### src/rtl/vga_timing_gen_if.sv
// Monitor-side bundle between vga_timing_gen (master) and its consumers (slave):
// raster coordinates, display enable, console colour return and the registered VGA pins.
interface vga_timing_gen_if;
    localparam int unsigned H_W = 11;
    localparam int unsigned V_W = 10;
    localparam int unsigned C_W = 4;

    logic [H_W-1:0] o_h_coord;
    logic [V_W-1:0] o_v_coord;
    logic           o_disp_enbl;
    logic           o_frame_start;
    logic [C_W-1:0] i_red;
    logic [C_W-1:0] i_green;
    logic [C_W-1:0] i_blue;
    logic [C_W-1:0] o_vga_r;
    logic [C_W-1:0] o_vga_g;
    logic [C_W-1:0] o_vga_b;
    logic           o_vga_hs;
    logic           o_vga_vs;

    modport master (
        output o_h_coord, o_v_coord, o_disp_enbl, o_frame_start,
        input  i_red, i_green, i_blue,
        output o_vga_r, o_vga_g, o_vga_b, o_vga_hs, o_vga_vs
    );

    modport slave (
        input  o_h_coord, o_v_coord, o_disp_enbl, o_frame_start,
        output i_red, i_green, i_blue,
        input  o_vga_r, o_vga_g, o_vga_b, o_vga_hs, o_vga_vs
    );
endinterface

### src/rtl/vga_timing_gen.sv
// 800x600 VGA raster timing generator with blanked, registered colour/sync pins.
// Optional VGA_PIXEL_DIV2_EN: pixel tick every 2nd clk for a 100 MHz board clock.
module vga_timing_gen #(
    parameter int unsigned H_ACTIVE = 800,
    parameter int unsigned H_FP     = 56,
    parameter int unsigned H_SYNC   = 120,
    parameter int unsigned H_BP     = 64,
    parameter int unsigned V_ACTIVE = 600,
    parameter int unsigned V_FP     = 37,
    parameter int unsigned V_SYNC   = 6,
    parameter int unsigned V_BP     = 23,
    parameter bit          SYNC_POL = 1'b1
) (
    input logic            clk,
    input logic            arst,
    vga_timing_gen_if.master vga
);
    localparam int unsigned H_W     = 11;
    localparam int unsigned V_W     = 10;
    localparam int unsigned C_W     = 4;
    localparam int unsigned H_TOTAL = H_ACTIVE + H_FP + H_SYNC + H_BP;
    localparam int unsigned V_TOTAL = V_ACTIVE + V_FP + V_SYNC + V_BP;

    localparam logic [H_W-1:0] H_LAST    = H_W'(H_TOTAL - 1);
    localparam logic [V_W-1:0] V_LAST    = V_W'(V_TOTAL - 1);
    localparam logic [H_W-1:0] H_ACT_END = H_W'(H_ACTIVE);
    localparam logic [V_W-1:0] V_ACT_END = V_W'(V_ACTIVE);
    localparam logic [H_W-1:0] HS_START  = H_W'(H_ACTIVE + H_FP);
    localparam logic [H_W-1:0] HS_END    = H_W'(H_ACTIVE + H_FP + H_SYNC);
    localparam logic [V_W-1:0] VS_START  = V_W'(V_ACTIVE + V_FP);
    localparam logic [V_W-1:0] VS_END    = V_W'(V_ACTIVE + V_FP + V_SYNC);

    logic [H_W-1:0] h_cnt;
    logic [V_W-1:0] v_cnt;
    logic           pix_tick_c;
    logic           disp_c;
    logic           hs_raw_c;
    logic           vs_raw_c;

`ifdef VGA_PIXEL_DIV2_EN
    logic div_tog;

    // Divide-by-2 pixel tick; first tick lands on the second clk after reset.
    always_ff @(posedge clk or posedge arst) begin
        if (arst) div_tog <= 1'b0;
        else      div_tog <= ~div_tog;
    end

    assign pix_tick_c = div_tog;
`else
    assign pix_tick_c = 1'b1;
`endif

    // Raster counters: h wraps every line, v advances on the h wrap.
    always_ff @(posedge clk or posedge arst) begin
        if (arst) begin
            h_cnt <= '0;
            v_cnt <= '0;
        end else if (pix_tick_c) begin
            if (h_cnt == H_LAST) begin
                h_cnt <= '0;
                v_cnt <= (v_cnt == V_LAST) ? '0 : v_cnt + V_W'(1);
            end else begin
                h_cnt <= h_cnt + H_W'(1);
            end
        end
    end

    assign disp_c   = (h_cnt < H_ACT_END) && (v_cnt < V_ACT_END);
    assign hs_raw_c = (h_cnt >= HS_START) && (h_cnt < HS_END);
    assign vs_raw_c = (v_cnt >= VS_START) && (v_cnt < VS_END);

    // Zero-latency coordinate side so the console can compute colour within the pixel.
    assign vga.o_h_coord     = h_cnt;
    assign vga.o_v_coord     = v_cnt;
    assign vga.o_disp_enbl   = disp_c;
    assign vga.o_frame_start = pix_tick_c && (h_cnt == '0) && (v_cnt == '0) && !arst;

    // Pin stage: colour and syncs registered together so all pins share one tick of lag.
    always_ff @(posedge clk or posedge arst) begin
        if (arst) begin
            vga.o_vga_r  <= '0;
            vga.o_vga_g  <= '0;
            vga.o_vga_b  <= '0;
            vga.o_vga_hs <= ~SYNC_POL;
            vga.o_vga_vs <= ~SYNC_POL;
        end else if (pix_tick_c) begin
            vga.o_vga_r  <= disp_c ? vga.i_red   : C_W'(0);
            vga.o_vga_g  <= disp_c ? vga.i_green : C_W'(0);
            vga.o_vga_b  <= disp_c ? vga.i_blue  : C_W'(0);
            vga.o_vga_hs <= hs_raw_c ? SYNC_POL : ~SYNC_POL;
            vga.o_vga_vs <= vs_raw_c ? SYNC_POL : ~SYNC_POL;
        end
    end
endmodule
### src/flat_wrapper.sv
// flat-port wrapper written by rule: the top's interface ports become plain ports
module vga_timing_gen_flat 
#(
    parameter int unsigned H_ACTIVE = 800,
    parameter int unsigned H_FP     = 56,
    parameter int unsigned H_SYNC   = 120,
    parameter int unsigned H_BP     = 64,
    parameter int unsigned V_ACTIVE = 600,
    parameter int unsigned V_FP     = 37,
    parameter int unsigned V_SYNC   = 6,
    parameter int unsigned V_BP     = 23,
    parameter bit          SYNC_POL = 1'b1
)
  (clk, arst, vga_o_h_coord, vga_o_v_coord, vga_o_disp_enbl, vga_o_frame_start, vga_i_red, vga_i_green, vga_i_blue, vga_o_vga_r, vga_o_vga_g, vga_o_vga_b, vga_o_vga_hs, vga_o_vga_vs);
  vga_timing_gen_if vga_i ();
  input logic clk;
  input logic arst;
  output wire logic [$bits(vga_i.o_h_coord)-1:0] vga_o_h_coord;
  output wire logic [$bits(vga_i.o_v_coord)-1:0] vga_o_v_coord;
  output wire logic [$bits(vga_i.o_disp_enbl)-1:0] vga_o_disp_enbl;
  output wire logic [$bits(vga_i.o_frame_start)-1:0] vga_o_frame_start;
  input wire logic [$bits(vga_i.i_red)-1:0] vga_i_red;
  input wire logic [$bits(vga_i.i_green)-1:0] vga_i_green;
  input wire logic [$bits(vga_i.i_blue)-1:0] vga_i_blue;
  output wire logic [$bits(vga_i.o_vga_r)-1:0] vga_o_vga_r;
  output wire logic [$bits(vga_i.o_vga_g)-1:0] vga_o_vga_g;
  output wire logic [$bits(vga_i.o_vga_b)-1:0] vga_o_vga_b;
  output wire logic [$bits(vga_i.o_vga_hs)-1:0] vga_o_vga_hs;
  output wire logic [$bits(vga_i.o_vga_vs)-1:0] vga_o_vga_vs;
  assign vga_o_h_coord = vga_i.o_h_coord;
  assign vga_o_v_coord = vga_i.o_v_coord;
  assign vga_o_disp_enbl = vga_i.o_disp_enbl;
  assign vga_o_frame_start = vga_i.o_frame_start;
  assign vga_i.i_red = vga_i_red;
  assign vga_i.i_green = vga_i_green;
  assign vga_i.i_blue = vga_i_blue;
  assign vga_o_vga_r = vga_i.o_vga_r;
  assign vga_o_vga_g = vga_i.o_vga_g;
  assign vga_o_vga_b = vga_i.o_vga_b;
  assign vga_o_vga_hs = vga_i.o_vga_hs;
  assign vga_o_vga_vs = vga_i.o_vga_vs;
  vga_timing_gen #(.H_ACTIVE(H_ACTIVE), .H_FP(H_FP), .H_SYNC(H_SYNC), .H_BP(H_BP), .V_ACTIVE(V_ACTIVE), .V_FP(V_FP), .V_SYNC(V_SYNC), .V_BP(V_BP), .SYNC_POL(SYNC_POL)) u_core (.clk(clk), .arst(arst), .vga(vga_i));
endmodule
### config.mk
export PLATFORM = sky130hd
export DESIGN_NAME = vga_timing_gen_flat
export DESIGN_NICKNAME = d
export VERILOG_FILES = /design/src/rtl/vga_timing_gen_if.sv /design/src/rtl/vga_timing_gen.sv /design/src/flat_wrapper.sv
export SDC_FILE = /design/constraint.sdc
export NUM_CORES = 1
export LEC_CHECK = 0
export CAP_MARGIN = 20
export CORE_MARGIN = 2
export CORE_UTILIZATION = 46
export DETAILED_ROUTE_END_ITERATION = 10
export GPL_ROUTABILITY_DRIVEN = 0
export PLACE_DENSITY_LB_ADDON = 0.08
export RECOVER_POWER = 50
export SETUP_SLACK_MARGIN = 0.5
export SYNTH_ARGS = -nofsm -noshare
export SYNTH_HDL_FRONTEND = slang
export SYNTH_SLANG_ARGS = --single-unit
### constraint.sdc
create_clock -name clk -period 2 [get_ports clk]
set_clock_uncertainty 0.2 [all_clocks]
set_input_delay 0.4 -clock clk [delete_from_list [all_inputs] [get_ports clk]]
set_output_delay 0.4 -clock clk [all_outputs]
set_load 0.01 [all_outputs]
==> results.md, run 1 <==
* Stop Error: [ERROR DPL-0038] Utilization greater than 100%, impossible to legalize
* Clock tree sinks at 35
* IO buf count at 50
* Post-Syn Area per Cell at 10.3 µm²
* Kind of the worst endpoint: top-level output
* Grt repair worst endpoint: vga_o_frame_start
* Die width at 64.0 µm
* Buffer cell driving the clock tree root: clkbuf_4
* Number of core rows at 21
* CTS Hold Bufs at 0
* Failed at: 5_1_grt
* Cell taking the most area after synthesis: dfrtp_1
* Max Root-Sink Buffers at 2
* Seq cells post-synth at 35
* Number of cells after detailed placement at 291
* H-tree levels at 2
* I/O Pins at 51
* Top cells by area, synth: dfrtp_1 53%, and2_1 4.9%, ha_1 4.5%
* DP HPWL at 3100 µm
* Synth unique cells at 33
* Post-DP Area at 2540 µm²
* Status: did not finish
* Die height at 64.0 µm
* Synthesized cell area at 1660 µm²
* Yosys warns at 0
* Register area share after synthesis at 0.528
* Pin count of the biggest net entering global routing at 24
* Initial Utilization at 0.489
* Post-synth net total at roughly 180
* Synthesized instance count at roughly 160
* Inserted Clock Buffers at 5
* Synth top area share at 0.528
[cell usage after synthesis (all sizes together)]
cell	instances
dfrtp	35
and3	4
nor4bb	1
nor3b	2
and2	13
and4	2
nor2b	1
a21o	1
and3b	1
nand2	12
o21ai	9
nor3	6
nor4	5
o22ai	1
a21oi	6
nand3	13
o41ai	1
xnor2	4
or3	1
nor2	12
xor2	7
inv	8
ha	6
buf	4
and4b	1
o311ai	1
nand4	3
a22o	1
[what timing repair did]
action | in CTS
gates cloned | 1
gates resized for setup | 276
buffers inserted | 27
setup endpoints to repair | 65
pin swaps | 40
[through the flow]
stage / setup slack [ns] / setup TNS [ns] / hold WS (ns)
floorplan: 0.240 / 0 / 0.308
global placement: -0.436 / -0.549 / 0.331
detailed placement: -0.529 / -0.638 / 0.351
CTS: -0.241 / -0.340 / 0.243
[logic make-up after synthesis]
| family | Yosys count | share of synthesized area |
|---|---|---|
| and+or+nand+nor | 77 | 0.263 |
| DFF | 35 | 0.528 |
| AOI/OAI and AO/OA | 20 | 0.0694 |
| buffers and inverters | 12 | 0.0355 |
| xor gates and xnor gates | 11 | 0.0581 |
| adders and majority gates | 6 | 0.0453 |
==> run 2: changes to the inputs <==
CORE_UTILIZATION = 40   (was 46)
PLACE_DENSITY_LB_ADDON = 0.15   (was 0.08)
SETUP_SLACK_MARGIN = default   (was 0.5)
==> results.md, run 2 <==
* # fillers at 322
* Final Hold Fails at 0
* Initial DRC Count at 108
* Status: complete, but fails checks
* Overall power at roughly 1.5 mW
* Most numerous cell in the Yosys netlist: dfrtp_1
* Most frequent cells in the layout: 39 x buf_4, 38 x clkdlybuf4s50_1, 31 x dfrtp_1
* Hold crit path type: reg -> reg
* Worst path buffer plus inverter count at 2
* WS Path Type: reg -> out
* Die area at 4680 µm²
* Hold EP: u_core.vga.o_h_coord[0]
* Core outline area at roughly 4000 µm²
* Die width at 68.4 µm (+6.8%)
* R2R Setup Slk at ~0.1 ns
* Final Instance Area at 2760 µm²
* Commonest cells in the netlist: 35 x dfrtp_1, 13 x and2_1, 13 x nand3_1, 12 x nand2_1, 12 x nor2_1
* Actual slew at the worst max-slew pin at roughly 0.6 ns
* Initial Utilization at 0.414 (-0.0747)
* CP Max Fanout at 2
* Pin count of the biggest net entering global routing at 24
* Worst-Skew Late Latency at 0.29 ns
* Max Root-Sink Buffers at 2 (unchanged)
* Commonest non-fill, non-tap cell in the layout: buf_4
* Pwr dens at between 500 and 600 nW/µm²
* Buffer cell driving the clock tree root: clkbuf_8
* Worst r2r src: u_core.vga.o_h_coord[9]
* Synth top area share at 0.528 (unchanged)
* Yosys warns at 0 (unchanged)
* Detailed-route DRC error count at 0
* LEAKAGE at 1.28 nW
* DP HPWL at 3110 µm (+0.43%)
* CP Launch Type: register
* Vias in the first global route at 1622
* Violated checks: negative setup slack
* Wire per inst at 14.4 µm
* Final worst slack at -0.146 ns
* Number of core rows at 23 (+9.5%)
* Synthesized instance count at 161 (unchanged)
* Post-synth net total at 181 (unchanged)
* Largest stage delay, worst path at 0.38 ns
* Final nets at 285
* Crit end category: output port
* H-tree levels at 2 (unchanged)
* Max-slew violations at 0
* RR Endpoint: u_core.vga.o_v_coord[4]
* Inserted Clock Buffers at 5 (unchanged)
* Tot GR Track Use at 0.216
* Reg2Reg Depth at 7
* Ant. Diodes at 0
* Synthesis-to-layout area growth at 66.6%
* Fmax at between 400 and 500 MHz
* IO buf count at 50 (unchanged)
* Synthesized cell area at 1660 µm² (unchanged)
* Hold Crit Depth at 2
* Post-DP Area at 2480 µm² (-2.3%)
* Final wirelength at around 4500 µm
* Total of max-cap violations at 0
* Setup Viol. Count Final at 3
* Ys flop type: dfrtp_1
* CP Cell Sequence: inv_1, ha_1, nor4bb_2, nand4_1, nor2_1, buf_2
* Register area share after synthesis at 0.528 (unchanged)
* Critical-path top delay cell: dfrtp_1
* RSZ-0062 raised after global routing: true
* Crit path DAT at 1.55 ns
* Post-route ant nets at 0
* Vias per cell at 5.18
* Number of flip-flops in the largest register at 11
* Max_slew headroom at 0.602
* CP required at around 1.4 ns
* CTS Hold Bufs at 0 (unchanged)
* Max VDD drop at 467 µV
* Hold Path Origin: u_core.vga.o_h_coord[0]
* Top cells by area, synth: dfrtp_1 53%, and2_1 4.9%, ha_1 4.5%
* Ys async rst share at 1.00 (unchanged)
* Die height at 68.4 µm (+6.8%)
* I/O Pins at 51 (unchanged)
* DRT Pass-1 Iters at 4
* TritonCTS clock tree: built
* Layout cells sized above 1 at 0.274
* Min cycle time layout at between 2 and 2.5 ns
* Cell taking the most area after synthesis: dfrtp_1
* Synth unique cells at 33 (unchanged)
* Global-route wire length before repair at 7420 µm
* Antenna violations before repair at 0
* Clock tree sinks at 35 (unchanged)
* DR vias at 1638
* Tcrit/Tclk final at 1.07
* Grt total ovfl at 0
* Seq cells post-synth at 35 (unchanged)
* Reg clk slew, reported paths at 0.07 ns
* Post-Syn Area per Cell at 10.3 µm² (unchanged)
* EDFF count, synth at 0 (unchanged)
* Crit-path leading delay family: simple AND/OR/NAND/NOR gates
-- run 2: cell counts after synthesis --
No cell type changed its count.
-- run 2: per-layer routing --
metal  vias to the layer above  part of all wire  global-route usage
met1                       790              0.41               0.259
met4                         0             0.020              0.0675
li1                        769                 -                   -
met3                        13             0.074              0.0872
met2                        66              0.49               0.352
met5                         -                 0                   0
-- run 2: worst register-to-register path, cell delays in order (launching register included) --
cell	delay, ns
dfrtp_2	0.43
buf_6	0.13
nor4_4	0.26
buf_4	0.18
and4_4	0.28
buf_6	0.13
nand3_2	0.08
o22ai_2	0.13
-- run 2: repair_timing --
action | CTS | global route
hold endpoints to repair | 0 | 0
pin swaps | 6 | 7
endpoints found under the setup margin | 6 | 15
gates cloned | 0 | 1
resized for setup | 29 | 17
setup buffers | 6 | 6
-- run 2: cells by family (layout without fill, tap and decap cells) --
group / Yosys count / in the layout / synth area share
flops: 35 / 35 / 0.528
fa+ha+maj: 6 / 6 / 0.0453
compound gates: 20 / 20 / 0.0694
simple gates: 77 / 78 / 0.263
buf+inv: 12 / 116 / 0.0355
xor+xnor: 11 / 11 / 0.0581
-- run 2: worst max path at each step --
stage | endpoint | depth (start not counted) | from | slack, ns
floorplan | vga_o_disp_enbl | 5 | u_core.vga.o_v_coord[3] | 0.09
global placement | vga_o_frame_start | 5 | arst | -0.56
detailed placement | vga_o_frame_start | 5 | arst | -0.55
CTS | vga_o_frame_start | 6 | u_core.vga.o_h_coord[0] | -0.15
global route | vga_o_frame_start | 6 | u_core.vga.o_h_coord[0] | -0.27
finish | vga_o_frame_start | 6 | u_core.vga.o_h_coord[0] | -0.15
-- run 2: through the flow --
| step | setup slack (ns) | instances | hold WS, ns | setup TNS [ns] | util |
|---|---|---|---|---|---|
| 2_1_floorplan | 0.0882 | 161 | 0.324 | 0 | - |
| 3_3_place_gp | -0.556 | 295 | 0.330 | -0.894 | 0.619 |
| 3_5_place_dp | -0.547 | 295 | 0.335 | -0.864 | 0.619 |
| 4_1_cts | -0.147 | 309 | 0.280 | -0.229 | 0.674 |
| 5_1_grt | -0.270 | 316 | 0.368 | -0.674 | 0.691 |
| 6_report | -0.146 | 316 | 0.352 | -0.350 | 0.691 |
-- run 2: final cells by class --
| class | instances | area (µm²) | share of cell area |
|---|---|---|---|
| well taps | 50 | 62.6 | 0.0226 |
| inverters | 8 | 30.0 | 0.0109 |
| clock inverters | 2 | 35.0 | 0.0127 |
| clock buffers | 6 | 82.6 | 0.0299 |
| repair buffers | 100 | 853 | 0.309 |
| multi-input cells | 115 | 818 | 0.296 |
| flip-flops and latches | 35 | 881 | 0.319 |
-- run 2: report_power, final --
| group | internal (mW) | leakage, nW | switching [mW] |
|---|---|---|---|
| Clock | 0.403 | 0.0612 | 0.260 |
| Sequential | 0.719 | 0.440 | 0.00296 |
| Combinational | 0.0490 | 0.783 | 0.0309 |
No activity file was read; power rests on OpenSTA's default activity.
==> run 3: changes to the inputs <==
SETUP_SLACK_MARGIN = 0.1   (was default)
SKIP_LAST_GASP = 1   (was default)
==> results.md, run 3 (synthesis results as in run 2) <==
* Crit end category: output port
* RSZ-0062 raised after global routing: true
* Number of cells after detailed placement at 293 (-0.68%)
* Violated checks: negative setup slack
* Min cycle time layout at 2.12 ns (-0.0271 ns)
* Worst r2r src: u_core.vga.o_h_coord[9]
* CP Max Fanout at 2 (unchanged)
* Critical-path top delay cell: clkdlybuf4s50_1
* DP Worst Slack at -0.536 ns (+0.0104 ns)
* Critical path origin: arst
* Status: complete, but fails checks
* Max VDD drop at 454 µV (-2.7%)
* Commonest non-fill, non-tap cell in the layout: dfrtp_1
* Ant. Diodes at 0 (unchanged)
* DRT Pass-1 Iters at 4 (unchanged)
* Detailed-route DRC error count at 0 (unchanged)
* DR vias at 1565 (-4.5%)
* Layout cells sized above 1 at 0.224 (-0.0509)
* Initial DRC Count at 63 (-42%)
* Clock tree sinks at 35 (unchanged)
* Pwr dens at 532 nW/µm² (+0.33%)
* H-tree levels at 2 (unchanged)
* CP required at 1.40 ns (about the same)
* Setup Viol. Count Final at 2 (-1)
* Wire per inst at 14.4 µm (+0.16%)
* Finished Layout Cells at 305 (-3.5%)
* Buffer cell driving the clock tree root: clkbuf_8
* Worst-Skew Late Latency at 0.29 ns (about the same)
* Grt total ovfl at 0 (unchanged)
* Inserted Clock Buffers at 5 (unchanged)
* Actual slew at the worst max-slew pin at 0.614 ns (+0.0174 ns)
* Crit path DAT at 1.52 ns (-0.03 ns)
* DP HPWL at 3110 µm (-0.20%)
* Final nets at 274 (-3.9%)
* Met1 Usage GRT at 0.260 (+0.00162)
* TritonCTS clock tree: built
* Number of core rows at 23 (unchanged)
* CTS Hold Bufs at 0 (unchanged)
* LEAKAGE at 1.23 nW (-4.3%)
* Number of flip-flops in the largest register at 11 (unchanged)
* Hold Path Origin: u_core.vga.o_h_coord[0]
* Final Hold Fails at 0 (unchanged)
* Total of max-cap violations at 0 (unchanged)
* Most frequent cells in the layout: 33 x dfrtp_1, 32 x buf_4, 28 x clkdlybuf4s50_1
* Die height at 68.4 µm (unchanged)
* Vias in the first global route at 1532 (-5.5%)
* Tot GR Track Use at 0.204 (-0.0114)
* Global-route wire length before repair at 7070 µm (-4.8%)
* Met2 GRT Util at 0.327 (-0.0252)
* Core outline area at 4000 µm² (unchanged)
* Post-route ant nets at 0 (unchanged)
* Antenna violations before repair at 0 (unchanged)
* # fillers at 349 (+8.4%)
* Pin count of the biggest net entering global routing at 25 (+4.2%)
* Die area at 4680 µm² (unchanged)
* Die width at 68.4 µm (unchanged)
* Vias per cell at 5.13 (-1.0%)
* Hold crit path type: reg -> reg
* GRT Max-Usage Layer: met2
* Fmax at 472 MHz (+1.3%)
* Final worst slack at -0.119 ns (+0.0271 ns)
* Max-slew violations at 0 (unchanged)
* CP Launch Type: primary input
* Setup TNS at -0.195 ns (+0.155 ns)
* Max Root-Sink Buffers at 2 (unchanged)
* Synthesis-to-layout area growth at 56.0%
* I/O Pins at 51 (unchanged)
* CP Cell Sequence: clkdlybuf4s50_1, nor4bb_2, nand4_1, nor2_1, buf_2
* IO buf count at 50 (unchanged)
* Final wirelength at 4390 µm (-3.3%)
* Reg clk slew, reported paths at 0.07 ns (about the same)
* Largest stage delay, worst path at 0.44 ns (+0.06 ns)
* Initial Utilization at 0.414 (unchanged)
* WS Path Type: in -> out
* Max_slew headroom at 0.591 (-0.0116)
* Tcrit/Tclk final at 1.06 (-0.0136)
* Met3 GRT Util at 0.0576 (-0.0296)
run 3: cell count changes in the layout (fill, tap and decap cells not counted), sizes merged:
cell,previous run,this run
clkdlybuf4s25,3,1
buf,43,35
dlymetal6s2s,3,0
clkbuf,15,14
clkdlybuf4s50,38,28
nand4,4,3
clkinv,1,0
clkinvlp,0,1
bufinv,1,0
dlygate4sd2,4,19
run 3: area by class of cell:
class / instances / area, µm² / share of cell area
flip-flops and latches: 35 / 878 / 0.340
multi-input cells: 114 / 766 / 0.296
repair buffers: 90 / 746 / 0.288
clock buffers: 7 / 96.3 / 0.0373
well taps: 50 / 62.6 / 0.0242
inverters: 8 / 30.0 / 0.0116
clock inverters: 1 / 7.51 / 0.00290
run 3: final timing paths:
| check | cells after the start | slack [ns] | endpoint |
|---|---|---|---|
| max | 5 | -0.12 | vga_o_frame_start |
| min | 2 | 0.35 | u_core.vga.o_h_coord[0] |
| max reg2reg | 6 | 0.03 | u_core.vga.o_v_coord[3] |
| min reg2reg | 2 | 0.35 | u_core.vga.o_h_coord[0] |
| max in group asynchronous | 3 | 0.71 | u_core.vga.o_h_coord[8] |
| min in group asynchronous | 3 | 0.43 | u_core.vga.o_v_coord[1] |
run 3: repair_timing:
action / 4_1_cts / 5_1_grt
resized for setup: 36 / 13
pin swaps: 4 / 1
setup endpoints to repair: 25 / 10
setup buffers: 2 / 2
run 3: worst max-delay path, delay by kind of cell:
kind | cells | cell delay [ns]
buf+inv | 2 | 0.59
simple gates | 3 | 0.52
run 3: per-stage QoR:
step | instance area [µm²] | power [mW] | hold WS, ns | util
3_5_place_dp | 2470 | 0.820 | 0.327 | 0.617
3_3_place_gp | 2470 | 0.818 | 0.313 | 0.617
5_1_grt | 2590 | 1.43 | 0.384 | 0.647
2_1_floorplan | 1660 | 0.762 | 0.324 | -
6_report | 2590 | 1.38 | 0.354 | 0.647
4_1_cts | 2580 | 1.40 | 0.284 | 0.645
run 3: metal layers:
layer / routed length [µm] / up-vias
li1: - / 744
met1: 1820 / 757
met2: 2210 / 57
met3: 292 / 7
met4: 71 / 0
met5: 0 / -
run 3: power breakdown:
group          leakage [nW]  internal (mW)  switching, mW
sequential            0.443          0.720        0.00340
clock                0.0505          0.313          0.261
combinational         0.735         0.0489         0.0305
==> run 4: changes to the inputs <==
TNS_END_PERCENT = 5   (was default)
==> results.md, run 4 (synthesis results as in run 2) <==
* Status: complete, but fails checks
* Violated checks: negative setup slack
* Setup TNS at -0.439 ns (-0.244 ns)
* Antenna violations before repair at 0 (unchanged)
* H-tree levels at 2 (unchanged)
* Worst-Skew Late Latency at 0.29 ns (about the same)
* DP HPWL at 3110 µm (unchanged)
* Worst r2r src: u_core.vga.o_h_coord[2]
* Top sig layer: met4
* Max Root-Sink Buffers at 2 (unchanged)
* Fmax at 469 MHz (-0.69%)
* Worst path buffer plus inverter count at 1 (-1)
* Max VDD drop at 454 µV (about the same)
* Inserted Clock Buffers at 5 (unchanged)
* Max_slew headroom at 0.595 (+0.00395)
* Finished Layout Cells at 301 (-1.3%)
* Reg2Reg Depth at 6 (unchanged)
* Max-slew violations at 0 (unchanged)
* Vias per cell at 5.05 (-1.5%)
* CTS Hold Bufs at 0 (unchanged)
* Wire per inst at 13.9 µm (-3.7%)
* CP Max Fanout at 4 (+2)
* WL met2 at 2040 µm (-7.4%)
* Final wirelength at 4170 µm (-5.0%)
* Final nets at 270 (-1.5%)
* Synthesis-to-layout area growth at 54.4%
* Final Hold Fails at 0 (unchanged)
* Overall power at 1.37 mW (-0.24%)
* Setup Viol. Count Final at 6 (+4)
* DR vias at 1521 (-2.8%)
* Most frequent cells in the layout: 48 x clkdlybuf4s50_1, 35 x dfrtp_1, 30 x buf_4
* TritonCTS clock tree: built
* Number of flip-flops in the largest register at 11 (unchanged)
* Crit end category: output port
* Die area at 4680 µm² (unchanged)
* RSZ-0062 raised after global routing: true
* Vias in the first global route at 1527 (-0.33%)
* Hold crit path type: reg -> reg
* DP Worst Slack at -0.536 ns (unchanged)
* I/O Pins at 51 (unchanged)
* Min cycle time layout at 2.13 ns (+0.0146 ns)
* Core outline area at 4000 µm² (unchanged)
* CP Depth at 4 (-1)
* RR Endpoint: u_core.vga.o_v_coord[4]
* DRT Pass-1 Iters at 4 (unchanged)
* Grt total ovfl at 0 (unchanged)
* Pin count of the biggest net entering global routing at 25 (unchanged)
* Final worst slack at -0.133 ns (-0.0146 ns)
* Tot GR Track Use at 0.200 (-0.00452)
* CP required at 1.40 ns (about the same)
* Fin util at 0.640 (-0.00657)
* M1 WL at 1810 µm (-0.49%)
* R2R Setup Slk at 0.05 ns (+0.02 ns)
* Tcrit/Tclk final at 1.07 (+0.00731)
* Global-route wire length before repair at 6920 µm (-2.1%)
* Commonest non-fill, non-tap cell in the layout: clkdlybuf4s50_1
* CP Launch Type: register
* Critical path origin: u_core.vga.o_v_coord[3]
* Footprint of the multi-input gates at 748 µm² (-2.3%)
* Ant. Diodes at 0 (unchanged)
* Clock tree sinks at 35 (unchanged)
* Actual slew at the worst max-slew pin at 0.608 ns (-0.00593 ns)
* WS Path Type: reg -> out
* Layout cells sized above 1 at 0.187 (-0.0363)
* Crit path DAT at 1.53 ns (about the same)
* IO buf count at 50 (unchanged)
* FF+latch area at 876 µm² (-0.28%)
* Initial Utilization at 0.414 (unchanged)
* Total of max-cap violations at 0 (unchanged)
* Critical-path top delay cell: dfrtp_1
* CP Cell Sequence: nor4_1, nand4_1, nor2_1, buf_2
* Post-route ant nets at 0 (unchanged)
* Buffer cell driving the clock tree root: clkbuf_8
* Die height at 68.4 µm (unchanged)
* # fillers at 345 (-1.1%)
* Critical Path End: vga_o_frame_start
* WL met3 at 256 µm (-12%)
* Detailed-route DRC error count at 0 (unchanged)
* Reg clk slew, reported paths at 0.07 ns (about the same)
* Die width at 68.4 µm (unchanged)
* Number of core rows at 23 (unchanged)
* Crit-path leading delay family: simple AND/OR/NAND/NOR gates
* Largest stage delay, worst path at 0.41 ns (-0.03 ns)
* Setup bufs post-CTS at 0 (-2)
* Pwr dens at 536 nW/µm² (+0.79%)
* LEAKAGE at 1.14 nW (-7.3%)
* Initial DRC Count at 58 (-7.9%)
* Number of cells after detailed placement at 293 (unchanged)
[run 4: changes by cell type in the layout (fill, tap and decap cells not counted), sizes merged]
cell and change:
clkdlybuf4s50 +20, dlygate4sd2 -19, buf -3, clkbuf -1, clkdlybuf4s25 -1
[run 4: per-layer routing]
layer  track usage  vias up
met1         0.253      731
met4        0.0750        0
met2         0.325       51
met5             0        -
li1              -      734
met3        0.0543        5
[run 4: how the worst min path moves through the flow]
stage	start	endpoint	slack (ns)	cells after the start
finish	u_core.vga.o_h_coord[9]	u_core.vga.o_h_coord[9]	0.34	1
global route	u_core.vga.o_h_coord[9]	u_core.vga.o_h_coord[9]	0.36	1
CTS	arst	u_core.vga.o_v_coord[1]	0.28	3
detailed placement	u_core.vga.o_h_coord[9]	u_core.vga.o_h_coord[9]	0.33	1
global placement	u_core.vga.o_h_coord[9]	u_core.vga.o_h_coord[9]	0.31	1
floorplan	u_core.vga.o_h_coord[0]	u_core.vga.o_h_coord[0]	0.32	1
[run 4: area by class of cell]
cell class                      count  area share
Clock inverter                      1     0.00293
Timing Repair Buffer               86       0.289
Sequential cell                    35       0.342
Tap cell                           50      0.0244
Inverter                            8      0.0117
Clock buffer                        7      0.0376
Multi-Input combinational cell    114       0.292
[run 4: repair_timing]
action | in CTS | in global routing
pin swaps | 2 | 1
gates resized for setup | 11 | 1
gates cloned | 0 | 0
setup endpoints to repair | 25 | 33
[run 4: stage by stage]
step / cell area (µm²) / hold WS, ns
final: 2560 / 0.335
after global placement: 2470 / 0.313
after detailed placement: 2470 / 0.327
after CTS: 2580 / 0.284
after global routing: 2560 / 0.360
after floorplan: 1660 / 0.324
[run 4: report_power, final]
| part | total [mW] | switching [mW] | internal (mW) | leakage [nW] |
|---|---|---|---|---|
| clock network | 0.571 | 0.258 | 0.313 | 0.0505 |
| registers | 0.723 | 0.00337 | 0.720 | 0.447 |
| logic | 0.0795 | 0.0304 | 0.0490 | 0.642 |
| total | 1.37 | 0.291 | 1.08 | 1.14 |
